## src/rtl/tt_sweep_capture.sv

```systemverilog
//-----------------------------------------------------------------------------
// tt_sweep_capture
//
// Purpose:
//   Test-harness stage for one 7-input function block. It drives all 128
//   input vectors onto x in ascending order. It captures the block's output
//   for each vector into a 128-bit truth table. It then compares that table
//   against a golden signature. Each vector is held for SETTLE+1 cycles, and
//   f_in is sampled on the last of those cycles.
//
// Optional build macro:
//   EARLY_ABORT_EN - when defined, the sweep stops at the first mismatching
//                    vector. DONE follows on the next cycle, mismatch_cnt is
//                    1 and the tt bits above the failing index stay 0.
//                    When undefined, a full 128-vector sweep always runs.
//
// Ports:
//   clk           in   single clock, rising edge
//   rst_n         in   asynchronous active-low reset
//   start         in   one-cycle sweep request, accepted only in IDLE
//   expected[127] in   golden table, bit i = f(x=i), latched on acceptance
//   x[6:0]        out  vector driven to the function block (0 outside RUN)
//   f_in          in   function block output, combinational from x
//   busy          out  high while the sweep runs
//   done          out  one-cycle pulse at sweep end
//   match         out  captured table equals golden (valid from done)
//   tt[127:0]     out  captured truth table
//   mismatch_cnt  out  number of differing bits, 0..128
//   first_err_idx out  lowest mismatching vector index, 0 when none
//
// Handshake: start is a single-cycle request with no ready. It is taken on a
// rising edge only while the FSM is IDLE. At any other time it is dropped,
// with no queuing. Results stay stable from done until the next accepted
// start.
//-----------------------------------------------------------------------------
`timescale 1ns/1ps
module tt_sweep_capture #(
   parameter int unsigned SETTLE = 0
) (
   input  logic         clk,
   input  logic         rst_n,
   input  logic         start,
   input  logic [127:0] expected,
   output logic [6:0]   x,
   input  logic         f_in,
   output logic         busy,
   output logic         done,
   output logic         match,
   output logic [127:0] tt,
   output logic [7:0]   mismatch_cnt,
   output logic [6:0]   first_err_idx
);

   // The vector count is fixed by the 7-bit input width.
   localparam int unsigned NVEC     = 128;
   localparam logic [6:0]  LAST_IDX = 7'(NVEC - 1);
   localparam logic [3:0]  SETTLE_L = 4'(SETTLE);

   typedef enum logic [1:0] {
      IDLE = 2'd0,
      RUN  = 2'd1,
      DONE = 2'd2
   } state_t;

   state_t       state;
   state_t       state_nx;
   logic [127:0] exp_q;
   logic [6:0]   idx;
   logic [3:0]   hold;
   logic         accept;
   logic         sample;
   logic         miss;
   logic         last;
   logic [7:0]   cnt_nx;

   always_ff @(posedge clk or negedge rst_n) begin
      if (!rst_n) begin
         state <= IDLE;
      end else begin
         state <= state_nx;
      end
   end

   always_comb begin
      state_nx = state;
      accept   = 1'b0;
      sample   = 1'b0;
      miss     = 1'b0;
      last     = 1'b0;
      busy     = 1'b0;
      done     = 1'b0;
      x        = '0;
      case (state)
         IDLE: begin
            if (start) begin
               accept   = 1'b1;
               state_nx = RUN;
            end
         end
         RUN: begin
            busy = 1'b1;
            x    = idx;
            if (hold == SETTLE_L) begin
               sample = 1'b1;
               miss   = (f_in != exp_q[idx]);
               last   = (idx == LAST_IDX);
`ifdef EARLY_ABORT_EN
               // The first mismatch ends the sweep, whatever the index.
               if (miss) begin
                  last = 1'b1;
               end
`endif
               if (last) begin
                  state_nx = DONE;
               end
            end
         end
         DONE: begin
            done     = 1'b1;
            state_nx = IDLE;
         end
         default: begin
            state_nx = IDLE;
         end
      endcase
   end

   // Count including the sample taken this cycle, so the final vector is
   // reflected in match on the same edge that enters DONE.
   assign cnt_nx = mismatch_cnt + {7'd0, miss};

   always_ff @(posedge clk or negedge rst_n) begin
      if (!rst_n) begin
         exp_q         <= '0;
         idx           <= '0;
         hold          <= '0;
         tt            <= '0;
         mismatch_cnt  <= '0;
         first_err_idx <= '0;
         match         <= 1'b0;
      end else if (accept) begin
         exp_q         <= expected;
         idx           <= '0;
         hold          <= '0;
         tt            <= '0;
         mismatch_cnt  <= '0;
         first_err_idx <= '0;
         match         <= 1'b0;
      end else if (state == RUN) begin
         if (sample) begin
            tt[idx]      <= f_in;
            mismatch_cnt <= cnt_nx;
            if (miss && (mismatch_cnt == 8'd0)) begin
               first_err_idx <= idx;
            end
            if (last) begin
               match <= (cnt_nx == 8'd0);
               idx   <= '0;
            end else begin
               idx <= idx + 7'd1;
            end
            hold <= '0;
         end else begin
            hold <= hold + 4'd1;
         end
      end
   end

endmodule

```

## config.mk

```make
export PLATFORM = sky130hd
export DESIGN_NAME = tt_sweep_capture
export DESIGN_NICKNAME = d
export VERILOG_FILES = /design/src/rtl/tt_sweep_capture.sv
export SDC_FILE = /design/constraint.sdc
export NUM_CORES = 1
export LEC_CHECK = 0
export ABC_AREA = 1
export CORE_ASPECT_RATIO = 1.25
export CORE_MARGIN = 3
export CORE_UTILIZATION = 50
export CTS_BUF_LIST = sky130_fd_sc_hd__clkbuf_16
export DETAILED_ROUTE_END_ITERATION = 10
export MAX_ROUTING_LAYER = met4
export PLACE_DENSITY = 0.88
export SYNTH_ARGS = -nofsm -noshare
export SYNTH_HDL_FRONTEND = slang
export SYNTH_SLANG_ARGS = --single-unit
```

## constraint.sdc

```tcl
create_clock -name clk -period 8.9 [get_ports clk]
set_input_delay 1.335 -clock clk [delete_from_list [all_inputs] [get_ports clk]]
set_output_delay 1.335 -clock clk [all_outputs]
set_load 0.03 [all_outputs]
```

After elaboration in Yosys (flattened, before gate mapping):

Index checks and enable logic that the tools add are counted.

* reduce and logical (&&, ||, !) cells: 14
* equal/unequal tests: 7
* multiplexer cells: 41
* $lt $le $gt $ge: 2
* $add $sub $neg: 3

Operators by type and width (number)
* 128-bit two-way mux: 3
* 128-bit bitwise mux: 1
* 7-bit two-way mux: 9
* 8-bit two-way mux: 3
* 8-bit zero test: 2
* 1-bit two-way mux: 16
* 4-bit two-way mux: 3
* 3-bit AND reduction: 3
* 8-bit by 1-bit adder with 8-bit output: 1
* 7-bit by 8-bit less-than comparator with 1-bit output, second input constant: 1
* 2-bit nonzero test: 4
* 7-bit by 1-bit adder with 7-bit output, second input constant: 1
* 1-bit binary-select mux with 7-bit select: 1
* 1-bit demux with 7-bit select: 1
* 7-bit equality test, second input constant: 1
* 7-bit by 1-bit greater-or-equal comparator with 1-bit output, second input constant: 1
* 2-bit two-way mux: 3
* 2-bit != test, second input constant: 3
* 4-bit by 1-bit adder with 4-bit output, second input constant: 1
* 4-bit zero test: 1
* 2-bit case mux with 2 select lines: 1
* 2-bit by 1-bit equality test with 1-bit output, second input constant: 1
* 2-bit equality test, second input constant: 1
* 1-bit logical AND: 2
* 3 further kinds: 3

* input bits: 132
* logic and storage cells: 75
* output and inout port bits: 153
* bits in registers: 285

Longest topological paths before layout:

Gate-level depths: netlist (run 1).

* depth in word-level cells: 11
* mapped depth: 26
* depth with buffers taken out: 24

Worst setup path before layout (run 1):

Ideal clock, no wire load.

* kind: input to register
* start point: input port f_in
* end point: register match
* setup time: 0.084 ns
* path slack: 5.599 ns
* arrival time: 3.216 ns
* stages on the path: 14
* path buffers: 1
* data required time: 8.816 ns
* cells stage by stage: clkbuf_1 inv_1 nand3_2 nand2_1 nor2_4 ha_1 ha_1 nand3_1 nor3_1 xor2_1 inv_1 nor4_1 nand4_1 o21ai_0

* word-level cells in the longest chain between the ends: 9

RTL lines
* from (decl): line 45 `input logic f_in,`
* 1-bit != test: line 105 `miss = (f_in != exp_q[idx]);`
* 1-bit two-way mux: line 103 `if (hold == SETTLE_L) begin`
* 1-bit two-way mux: line 93 `case (state)`
* 8-bit by 1-bit adder with 8-bit output: line 130 `assign cnt_nx = mismatch_cnt + {7'd0, miss};`
* 8-bit zero test: line 157 `match <= (cnt_nx == 8'd0);`
* 1-bit two-way mux: line 156 `if (last) begin`
* 1-bit two-way mux: line 150 `if (sample) begin`
* 1-bit two-way mux: line 149 `end else if (state == RUN) begin`
* 1-bit two-way mux: line 141 `end else if (accept) begin`
* to (signal assigned): line 157
* to (decl): line 48 `output logic match,`

Every way passes these cells. The select of a mux whose other input is x is not followed.
A chain may end at the register's enable or synchronous reset.

Worst setup path in the final report (run 1):

* start point: register idx[1]
* end point: register match

* word-level cells in the longest chain between the ends: 11
* elaborated cells between the ends (all ways): 16
* classes of those cells: add/sub (1); eq/ne (2); mux (10); reduce/logical (3)

RTL lines
* from (decl): line 68 `logic [6:0] idx;`
* from (signal assigned): line 160 `idx <= idx + 7'd1;`
* 1-bit binary-select mux with 7-bit select: line 105
* 1-bit two-way mux (not written as such): line 105
* 1-bit != test: line 105
* 1-bit two-way mux: line 103
* 1-bit two-way mux: line 93
* 8-bit by 1-bit adder with 8-bit output: line 130
* 8-bit zero test: line 157
* 1-bit two-way mux: line 156
* 1-bit two-way mux: line 150
* 1-bit two-way mux: line 149
* 1-bit two-way mux: line 141

Several ways; a longest one is shown, not always the timed one. The select of a mux whose other input is x is not followed.

==> results of run 1 <==
==> worst min-delay path by stage <==
| stage | cells after the start | endpoint | start | slack (ns) |
|---|---|---|---|---|
| 6_report | 2 | exp_q[76] | exp_q[76] | 0.47 |
| 5_1_grt | 2 | exp_q[101] | exp_q[101] | 0.49 |
| 4_1_cts | 2 | exp_q[50] | exp_q[50] | 0.47 |
| 3_5_place_dp | 2 | exp_q[50] | exp_q[50] | 0.45 |
| 3_3_place_gp | 2 | exp_q[66] | exp_q[66] | 0.45 |
| 2_1_floorplan | 2 | exp_q[48] | exp_q[48] | 0.43 |
==> worst max-delay path, delay by kind of cell (launching register included) <==
| family | cells | cell delay, ns |
|---|---|---|
| buffers and inverters | 2 | 0.44 |
| flip-flops | 1 | 0.96 |
| AO/OA/AOI/OAI | 2 | 0.20 |
| XOR/XNOR | 1 | 0.24 |
| AND/OR/NAND/NOR | 14 | 2.06 |
| adder cells (fa/ha/maj) | 2 | 0.39 |
==> synthesized netlist by cell type <==
cell,count,area share
nand2_1,790,0.21
dfrtp_1,285,0.51
inv_1,219,0.059
o21ai_0,134,0.048
a221oi_1,57,0.036
nand3_1,56,0.020
clkbuf_1,55,0.015
nor2_1,55,0.015
nand4_1,44,0.020
buf_2,17,0.0061
nor2_2,17,0.0077
nor3_1,9,0.0032
xor2_1,9,0.0057
buf_4,8,0.0043
nor2_4,8,0.0065
o21ai_1,8,0.0029
buf_1,6,0.0016
or2_1,6,0.0027
ha_1,5,0.0045
a21oi_1,3,0.0011
buf_6,3,0.0024
inv_2,3,0.00081
nor4_1,2,0.00090
o211ai_2,2,0.0018
o22ai_1,2,0.00090
o41ai_1,2,0.0013
a21oi_2,1,0.00063
clkinv_1,1,0.00027
inv_4,1,0.00045
nand3_2,1,0.00072
nand4_2,1,0.00090
nor2_8,1,0.0014
o211ai_1,1,0.00054
o21bai_1,1,0.00054
or2_0,1,0.00045
==> routing by layer <==
metal | GRT usage | share of wire | up-vias
met5 | - | 0 | -
met4 | 0.1227 | 0.046 | 0
met3 | 0.03163 | 0.081 | 136
met2 | 0.4714 | 0.49 | 738
met1 | 0.3566 | 0.38 | 6301
li1 | - | - | 6165
==> logic make-up after synthesis <==
logic type / Yosys count
adder cells (fa/ha/maj): 5
XOR/XNOR: 9
flip-flops: 285
AO/OA/AOI/OAI: 211
AND/OR/NAND/NOR: 991
buffers and inverters: 313
==> state kept, by name, indices dropped and copies added (netlist names) <==
signal and count:
state 2, match 1, tt 128, idx 7
hold 4, first_err_idx 7, exp_q 128, mismatch_cnt 8
==> stage by stage <==
stage | total power (W) | utilization | instances | worst slack, ns | hold slack (ns)
final | 0.002986 | 0.6587 | 2415 | 4.516 | 0.4672
after global routing | 0.003086 | 0.6587 | 2415 | 4.069 | 0.4882
after CTS | 0.003002 | 0.6586 | 2414 | 4.575 | 0.4677
after detailed placement | 0.001780 | 0.6237 | 2363 | 4.727 | 0.4518
after global placement | 0.001773 | 0.6237 | 2363 | 4.824 | 0.4487
after floorplan | 0.001560 | - | 1814 | 5.599 | 0.4343
==> power groups by stage <==
| stage | clock network (W) | registers (W) | logic, W |
|---|---|---|---|
| global placement | 0 | 0.00140 | 0.000375 |
| detailed placement | 0 | 0.00140 | 0.000383 |
| finish | 0.00123 | 0.00138 | 0.000383 |
| global route | 0.00130 | 0.00138 | 0.000410 |
| floorplan | 0 | 0.00147 | 0.0000895 |
| CTS | 0.00124 | 0.00137 | 0.000385 |
==> cell type report <==
| class | instances | area [um^2] |
|---|---|---|
| antenna | 1 | 2.502 |
| clock buffer | 29 | 725.7 |
| clock inverter | 22 | 219.0 |
| fill | 2151 | 9241 |
| inverter | 224 | 845.8 |
| multi-input combinational | 1216 | 5538 |
| sequential | 285 | 7133 |
| tap | 345 | 431.7 |
| timing repair buffer | 293 | 2940 |
==> impl_metrics.csv, run 1 <==
group,metric,value,unit
outcome,outcome,"finished clean",
power_and_ir_drop,p_clk_frac,0.411,
timing,rsz0062_at_grt,"no",
power_and_ir_drop,p_per_area,167.4,nW/um^2
timing,timing.fmax,228.1,MHz
power_and_ir_drop,p_comb_frac,0.128,
grt,grt_max_degree,235,
timing,fin_skew,0.03639,ns
worst_setup_path,worstPathCellList,"inv_2 -> nor2_4 -> nand3_1 -> nand2_1 -> o21ai_1 -> nand2_1 -> nor2_1 -> nor2_1 -> nor2_4 -> nand3_2 -> nand2_1 -> nor2_4 -> ha_1 -> ha_1 -> nand3_1 -> nor3_1 -> xor2_1 -> inv_1 -> nor4_1 -> nand4_1 -> o21ai_0",
power_and_ir_drop,p_seq_frac,0.461,
timing,fin_crit_sh,0.4926,
drt,ant_nets,0,
worst_setup_path,cp-endpoint,"match",
grt,track_usage,0.2845,
floorplanning,die_y,192.4,um
logic_synthesis,synthMuxAreaShare,0,
worst_setup_path,critPathKind,"register to register",
timing,fin_tns_setup,0,ns
layout,mostFrequentLayoutCell,"nand2_1",
layout,layout.nets,2186,
logic_synthesis,synth_compound_area_frac,0.09382,
clock_network,post-cts-setup-buffers,0,
floorplanning,num_rows,67,
drt,routed_wl,42210,um
worst_setup_path,r2r_setup_slack,4.52,ns
floorplanning,start_util,0.5132,
logic_synthesis,syn_nets,1951,
logic_synthesis,synth_area_per_cell,7.660,um^2
grt,grt_antenna_before_repair,1,
floorplanning,ios,285,
grt,grt_overflow,0,
drt,viasPerCell,5.524,
worst_setup_path,critPathLaunch,"idx[1]",
hold_path,hp-class,"register to register",
worst_setup_path,slowest_stage,"dfrtp_1",
drt,drtPass1Iterations,6,
timing,setup_violations,0,
logic_synthesis,synthCells,1814,
clock_network,cts_sinks,285,
placed_design,io_buffers,284,
logic_synthesis,synth_cell_type_count,35,
clock_network,cts_made_buffers,29,
power_and_ir_drop,power_switching_share,0.2615,
logic_synthesis,synthSimpleGateAreaFrac,0.2927,
worst_setup_path,slowest_delay,0.96,ns
placed_design,placed_cell_area,16890,um^2
worst_setup_path,required,9.37,ns
logic_synthesis,synth_warnings,0,
drt,drc,0,
worst_setup_path,start_kind,"register",
layout,drive_gt1_frac,0.04640,
drt,wire_per_inst,17.48,um
timing,maxSlewViolCount,0,
power_and_ir_drop,cellInternalPower,0.002205,W
timing,relSlewSlack,0.1759,
worst_setup_path,ff2ff_path_depth,21,
timing,tightest_slew,1.235,ns
placed_design,hpwl,28350,um
worst_setup_path,cp.arrival,4.85,ns
floorplanning,coreArea,27080,um^2
logic_synthesis,synth_seq_cells,285,
job,maxCapViolations,0,
logic_synthesis,syn_area,13900,um^2
placed_design,gp_congestion,0.9120,
clock_network,cts_tree,"done",
timing,period_needed,4.384,ns
clock_network,cts_hold_buf,0,
drt,vias,13340,
logic_synthesis,synth_xor_area_frac,0.005673,
floorplanning,die_x,155.1,um
clock_network,clkTransAtPathRegs,0.07,ns
layout,mostFrequentLayoutCells,"nand2_1 (790), dfrtp_1 (284), clkdlybuf4s50_1 (283)",
logic_synthesis,synthAdderAreaFrac,0.004502,
worst_setup_path,r2r-start,"idx[1]",
logic_synthesis,synth_top_family_by_area,"simple AND/OR/NAND/NOR gates",
layout,synthToLayoutAreaGrowth,28.35,%
floorplanning,die_area,29840,um^2
worst_setup_path,path_max_fanout,22,
layout,stdcell_area,17840,um^2
clock_network,ctsRootBufferMaster,"clkbuf_16",
grt,grt_pass1_vias,12837,
timing,hold_viol,0,
clock_network,clock_latency,0.56,ns
clock_network,htreeDepth,1,
power_and_ir_drop,ir_worst_vdd,0.1601,mV
clock_network,ctsLongestPathBuffers,3,
worst_setup_path,critPathCaptureType,"register",
grt,grt_pass1_wl,66720,um
logic_synthesis,ys_seq_area_frac,0.5132,
clock_network,ctsResizeCount,0,
worst_setup_path,r2r-end,"match",
power_and_ir_drop,net-switching-power,0.0007809,W
drt,initialDrtViolationCount,1141,
power_and_ir_drop,power_leakage,9.057,nW
Power figures use the tool's default switching activity.
==> run 2: changes to the inputs <==
Clock period 8.9 ns to 4.1 ns, I/O delays scaled along.
==> run 2 against run 1 <==
Compared with the run above:
- worst hold slack got worse by 0.35 ns
- highest routed layer unchanged
- cell area rose by 0.58%
- power rose by 120%
- largest power group unchanged
- wire length fell by 0.81%
==> impl_metrics.csv, run 2 (synthesis results as in run 1) <==
group,metric,value,unit
clock_network,htreeDepth,1,
timing,fin_tns_setup,0,ns
timing,fin_skew,0.01518,ns
placed_design,gp_congestion,0.9450,
floorplanning,die_x,155.1,um
job,maxCapViolations,0,
timing,period_needed,3.643,ns
layout,final_cell_count_no_fill,2423,
worst_setup_path,required,4.56,ns
clock_network,cts_hold_buf,0,
worst_setup_path,start_kind,"register",
clock_network,clkTransAtPathRegs,0.07,ns
worst_setup_path,critPathLaunch,"idx[0]",
timing,relSlewSlack,0.3221,
worst_setup_path,r2r_setup_slack,0.46,ns
floorplanning,coreArea,27080,um^2
floorplanning,die_y,192.4,um
worst_setup_path,critPathKind,"register to register",
grt,grt_pass1_wl,67050,um
timing,setup_violations,0,
drt,initialDrtViolationCount,1202,
layout,antenna_cells,0,
grt,grt_max_degree,213,
placed_design,io_buffers,284,
drt,vias,13273,
outcome,outcome,"finished clean",
layout,layout.nets,2196,
worst_setup_path,cp-endpoint,"match",
timing,hold_viol,0,
layout,n_fill_cell,2196,
hold_path,hp-class,"input port to asynchronous set/reset pin",
power_and_ir_drop,ir_worst_vdd,0.2727,mV
drt,routed_wl,41870,um
floorplanning,ios,285,
clock_network,ctsRootBufferMaster,"clkbuf_16",
grt,grt_overflow,0,
grt,track_usage,0.2853,
placed_design,hpwl,29040,um
drt,drc,0,
timing,rsz0062_at_grt,"no",
worst_setup_path,cp.arrival,4.10,ns
clock_network,clock_latency,0.54,ns
drt,viasPerCell,5.478,
clock_network,ctsLongestPathBuffers,3,
drt,drtPass1Iterations,5,
timing,maxSlewViolCount,0,
worst_setup_path,r2r-start,"idx[0]",
timing,fin_crit_sh,0.8886,
worst_setup_path,critPathCaptureType,"register",
clock_network,cts_tree,"done",
power_and_ir_drop,power_leakage,9.129,nW
layout,reg.largest.list,"exp_q x128, tt x128, mismatch_cnt x8",
clock_network,cts_sinks,285,
timing,timing.fmax,274.5,MHz
worst_setup_path,ff2ff_path_depth,24,
clock_network,ctsResizeCount,0,
clock_network,cts_made_buffers,28,
floorplanning,die_area,29840,um^2
grt,grt_pass1_vias,13079,
drt,wire_per_inst,17.28,um
worst_setup_path,path_max_fanout,61,
grt,grt_antenna_before_repair,0,
layout,mostFrequentLayoutCell,"nand2_1",
power_and_ir_drop,p_per_area,361.9,nW/um^2
floorplanning,num_rows,67,
placed_design,place_inst,2374,
layout,mostFrequentLayoutCells,"nand2_1 (790), dfrtp_1 (283), clkdlybuf4s50_1 (283)",
clock_network,post-cts-setup-buffers,0,
layout,synthToLayoutAreaGrowth,29.10,%
drt,ant_nets,0,
layout,drive_gt1_frac,0.04812,
worst_setup_path,r2r-end,"match",
timing,tightest_slew,1.009,ns
floorplanning,start_util,0.5132,
## run 2: changes by cell type in the layout (fill, tap and decap cells not counted), sizes merged
cell / before / now
bufinv: 4 / 5
inv: 228 / 229
clkinvlp: 5 / 1
buf: 10 / 21
diode: 1 / 0
## run 2: how the worst min path moves through the flow
stage	end	slack, ns	depth (start not counted)
floorplan	exp_q[0]	0.32	0
global placement	exp_q[84]	0.45	2
detailed placement	exp_q[84]	0.46	2
CTS	exp_q[66]	0.18	1
global route	exp_q[69]	0.19	1
finish	exp_q[69]	0.12	1
## run 2: per-layer routing
| layer | vias up | part of all wire | track usage |
|---|---|---|---|
| met4 | 0 | 0.049 | 0.1264 |
| met1 | 6258 | 0.38 | 0.3546 |
| met5 | - | 0 | - |
| met3 | 137 | 0.078 | 0.03858 |
| met2 | 680 | 0.49 | 0.4692 |
| li1 | 6198 | - | - |
## run 2: worst max-delay path, stage by stage, from the launching register on
cell,delay [ns]
dfrtp_2,0.44
inv_4,0.45
nand2_1,0.13
nand2_1,0.09
nand2_1,0.05
nand2_1,0.08
nand2_1,0.05
nand2_1,0.08
nand2_1,0.05
nand2_1,0.08
nand2_1,0.04
nand2_1,0.11
nor2_2,0.08
nand3_2,0.09
nand2_1,0.09
nor2_4,0.21
ha_1,0.21
ha_1,0.18
nand3_1,0.12
nor3_1,0.21
xor2_1,0.22
inv_1,0.06
nor4_1,0.16
nand4_1,0.10
o21ai_0,0.10
## run 2: per-stage QoR
stage	hold WS (ns)	cell area [um^2]	setup WS (ns)	total power, W	util
final	0.1162	17940	0.4566	0.006493	0.6625
after global routing	0.1937	17940	0.08896	0.006703	0.6625
after CTS	0.1837	17940	0.3936	0.006508	0.6625
after detailed placement	0.4577	17000	0.4161	0.003865	0.6277
after global placement	0.4484	17000	0.5765	0.003841	0.6277
after floorplan	0.3194	13900	1.210	0.003387	-
## run 2: cell type report
| cell class | count | area (um^2) | area share |
|---|---|---|---|
| clock buffers | 29 | 725.7 | 0.04045 |
| clock inverters | 20 | 216.5 | 0.01207 |
| inverters | 224 | 845.8 | 0.04715 |
| multi-input cells | 1216 | 5538 | 0.3087 |
| flip-flops and latches | 285 | 7134 | 0.3977 |
| well taps | 345 | 431.7 | 0.02406 |
| repair buffers | 304 | 3048 | 0.1699 |
## run 2: report_power, final
| group | switching [W] | internal (W) | total, W |
|---|---|---|---|
| registers | 0.0000856 | 0.00290 | 0.00299 |
| clock network | 0.00109 | 0.00158 | 0.00267 |
| logic | 0.000481 | 0.000351 | 0.000832 |
| total | 0.00166 | 0.00484 | 0.00649 |
==> run 3: changes to the inputs <==
Settings changed: DONT_BUFFER_PORTS set to 1, PLACE_DENSITY 0.88 to 0.75.
==> run 3 against run 2 <==
Compared with the run above:
- via count shrank 11%
- maximum frequency fell by 1.5%
- cell area down 16%
- clock skew rose by 0.0062 ns
- register-to-register slack worse by 0.05 ns
- sequential share of layout area is 7.4 points higher
- worst hold slack worse by 0.36 ns
- largest cell class unchanged
- the run now ends with hold timing left
- sequential cell count stayed put
==> impl_metrics.csv, run 3 (synthesis results as in run 1) <==
group,metric,value,unit
floorplanning,start_util,0.5132,
timing,setup_violations,0,
layout,reg.largest.list,"exp_q x128, tt x128, mismatch_cnt x8",
worst_setup_path,start_kind,"register",
worst_setup_path,path_buf_inv,3,
drt,drc,0,
worst_setup_path,critPathTopFamily,"simple AND/OR/NAND/NOR gates",
timing,hold_viol,285,
layout,mostFrequentLayoutCells,"nand2_1 (790), dfrtp_1 (284), inv_1 (224)",
placed_design,io_buffers,0,
placed_design,hpwl,26160,um
layout,mostFrequentLayoutCell,"nand2_1",
layout,drive_gt1_frac,0.05732,
layout,layout.nets,1911,
clock_network,clkTransAtPathRegs,0.06,ns
grt,grt_pass1_wl,60910,um
worst_setup_path,required,4.58,ns
timing,fin_skew,0.02140,ns
clock_network,cts_made_buffers,30,
worst_setup_path,cp.arrival,4.17,ns
worst_setup_path,critPathCaptureType,"register",
clock_network,ctsRootBufferMaster,"clkbuf_16",
timing,fin_tns_setup,0,ns
layout,synthToLayoutAreaGrowth,8.842,%
floorplanning,num_rows,67,
drt,ant_nets,0,
drt,drtPass1Iterations,7,
drt,wire_per_inst,18.18,um
layout,antenna_cells,0,
timing,tightest_slew,1.052,ns
layout,n_fill_cell,2473,
power_and_ir_drop,cellInternalPower,0.004693,W
power_and_ir_drop,p_per_area,414.2,nW/um^2
placed_design,gp_congestion,0.9075,
drt,routed_wl,38940,um
hold_path,hp-class,"input port to asynchronous set/reset pin",
worst_setup_path,worstPathCellList,"buf_4 -> inv_2 -> nor2_8 -> nand3_1 -> nand2_1 -> o21ai_1 -> nand2_1 -> nor2_1 -> nor2_1 -> nor2_4 -> nand3_2 -> nand2_1 -> nor2_4 -> ha_1 -> ha_1 -> nand3_1 -> nor3_1 -> xor2_1 -> inv_1 -> nor4_1 -> nand4_1 -> o21ai_0",
power_and_ir_drop,power_leakage,8.009,nW
drt,initialDrtViolationCount,924,
floorplanning,die_y,192.4,um
floorplanning,coreArea,27080,um^2
drt,viasPerCell,5.499,
floorplanning,die_area,29840,um^2
job,maxCapViolations,0,
timing,maxSlewViolCount,0,
grt,grt_max_degree,286,
power_and_ir_drop,p_seq_frac,0.509,
grt,grt_overflow,0,
grt,track_usage,0.2620,
worst_setup_path,slowest_stage,"dfrtp_1",
timing,relSlewSlack,0.2989,
worst_setup_path,critPathKind,"register to register",
floorplanning,ios,285,
grt,grt_antenna_before_repair,0,
worst_setup_path,path_common_cell,"nand2_1",
clock_network,cts_tree,"done",
timing,timing.fmax,270.5,MHz
outcome,outcome,"finished, violations left",
drt,vias,11779,
clock_network,clock_latency,0.57,ns
grt,grt_pass1_vias,11438,
timing,fin_hold_ws,-0.2485,ns
outcome,violations,"hold timing",
power_and_ir_drop,p_comb_frac,0.039,
clock_network,htreeDepth,1,
power_and_ir_drop,ir_worst_vdd,0.3435,mV
worst_setup_path,path_max_fanout,10,
clock_network,cts_sinks,285,
clock_network,post-cts-setup-buffers,0,
power_and_ir_drop,power.total,0.006265,W
timing,fin_crit_sh,0.9018,
timing,rsz0062_at_grt,"no",
power_and_ir_drop,net-switching-power,0.001572,W
power_and_ir_drop,p_clk_frac,0.452,
timing,period_needed,3.697,ns
power_and_ir_drop,power_switching_share,0.2509,
worst_setup_path,slowest_delay,0.55,ns
clock_network,ctsLongestPathBuffers,3,
floorplanning,die_x,155.1,um
-- run 3: through the flow --
step	setup slack (ns)	util	instances	instance area (um^2)	hold WS (ns)
5_1_grt	0.003859	0.5586	2142	15120	-0.2786
2_1_floorplan	1.210	-	1814	13900	0.3194
4_1_cts	0.3843	0.5584	2142	15120	-0.2696
3_5_place_dp	0.4005	0.5204	2087	14090	0.3304
6_report	0.4027	0.5586	2142	15120	-0.2485
3_3_place_gp	0.5573	0.5204	2087	14090	0.3319
-- run 3: final timing paths --
check | from | end | slack (ns) | cells after the start
worst min-delay path | rst_n | tt[90] | -0.25 | 0
worst max-delay path | idx[2] | match | 0.40 | 22
worst max register to register | idx[2] | match | 0.40 | 22
min in group clk | expected[84] | exp_q[84] | 0.17 | 2
max in group asynchronous | rst_n | tt[106] | 3.62 | 0
worst min register to register | exp_q[50] | exp_q[50] | 0.47 | 2
-- run 3: repair_timing --
item | in CTS | in global routing
resized for setup | 0 | 1
endpoints found under the hold margin | 285 | 285
setup endpoints to repair | 0 | 1
-- run 3: area by class of cell --
cell class	instances	area, um^2	area share
Clock buffer	30	750.7	0.04964
Clock inverter	25	279.0	0.01845
Inverter	224	845.8	0.05592
Multi-Input combinational cell	1216	5540	0.3663
Sequential cell	285	7133	0.4716
Tap cell	345	431.7	0.02854
Timing Repair Buffer	17	143.9	0.009514
-- run 3: layer usage --
metal  part of all wire  GRT usage  up-vias
met5                  0          -        -
met1               0.39     0.3227     5542
met2               0.47     0.4143      498
li1                   -          -     5619
met4              0.043     0.1152        0
met3              0.094    0.06214      120
-- run 3: power groups by stage --
| stage | sequential [W] | combinational, W | clock [W] |
|---|---|---|---|
| floorplan | 0.00319 | 0.000194 | 0 |
| global placement | 0.00324 | 0.000228 | 0 |
| detailed placement | 0.00324 | 0.000239 | 0 |
| CTS | 0.00319 | 0.000241 | 0.00287 |
| global route | 0.00320 | 0.000280 | 0.00301 |
| finish | 0.00319 | 0.000244 | 0.00283 |
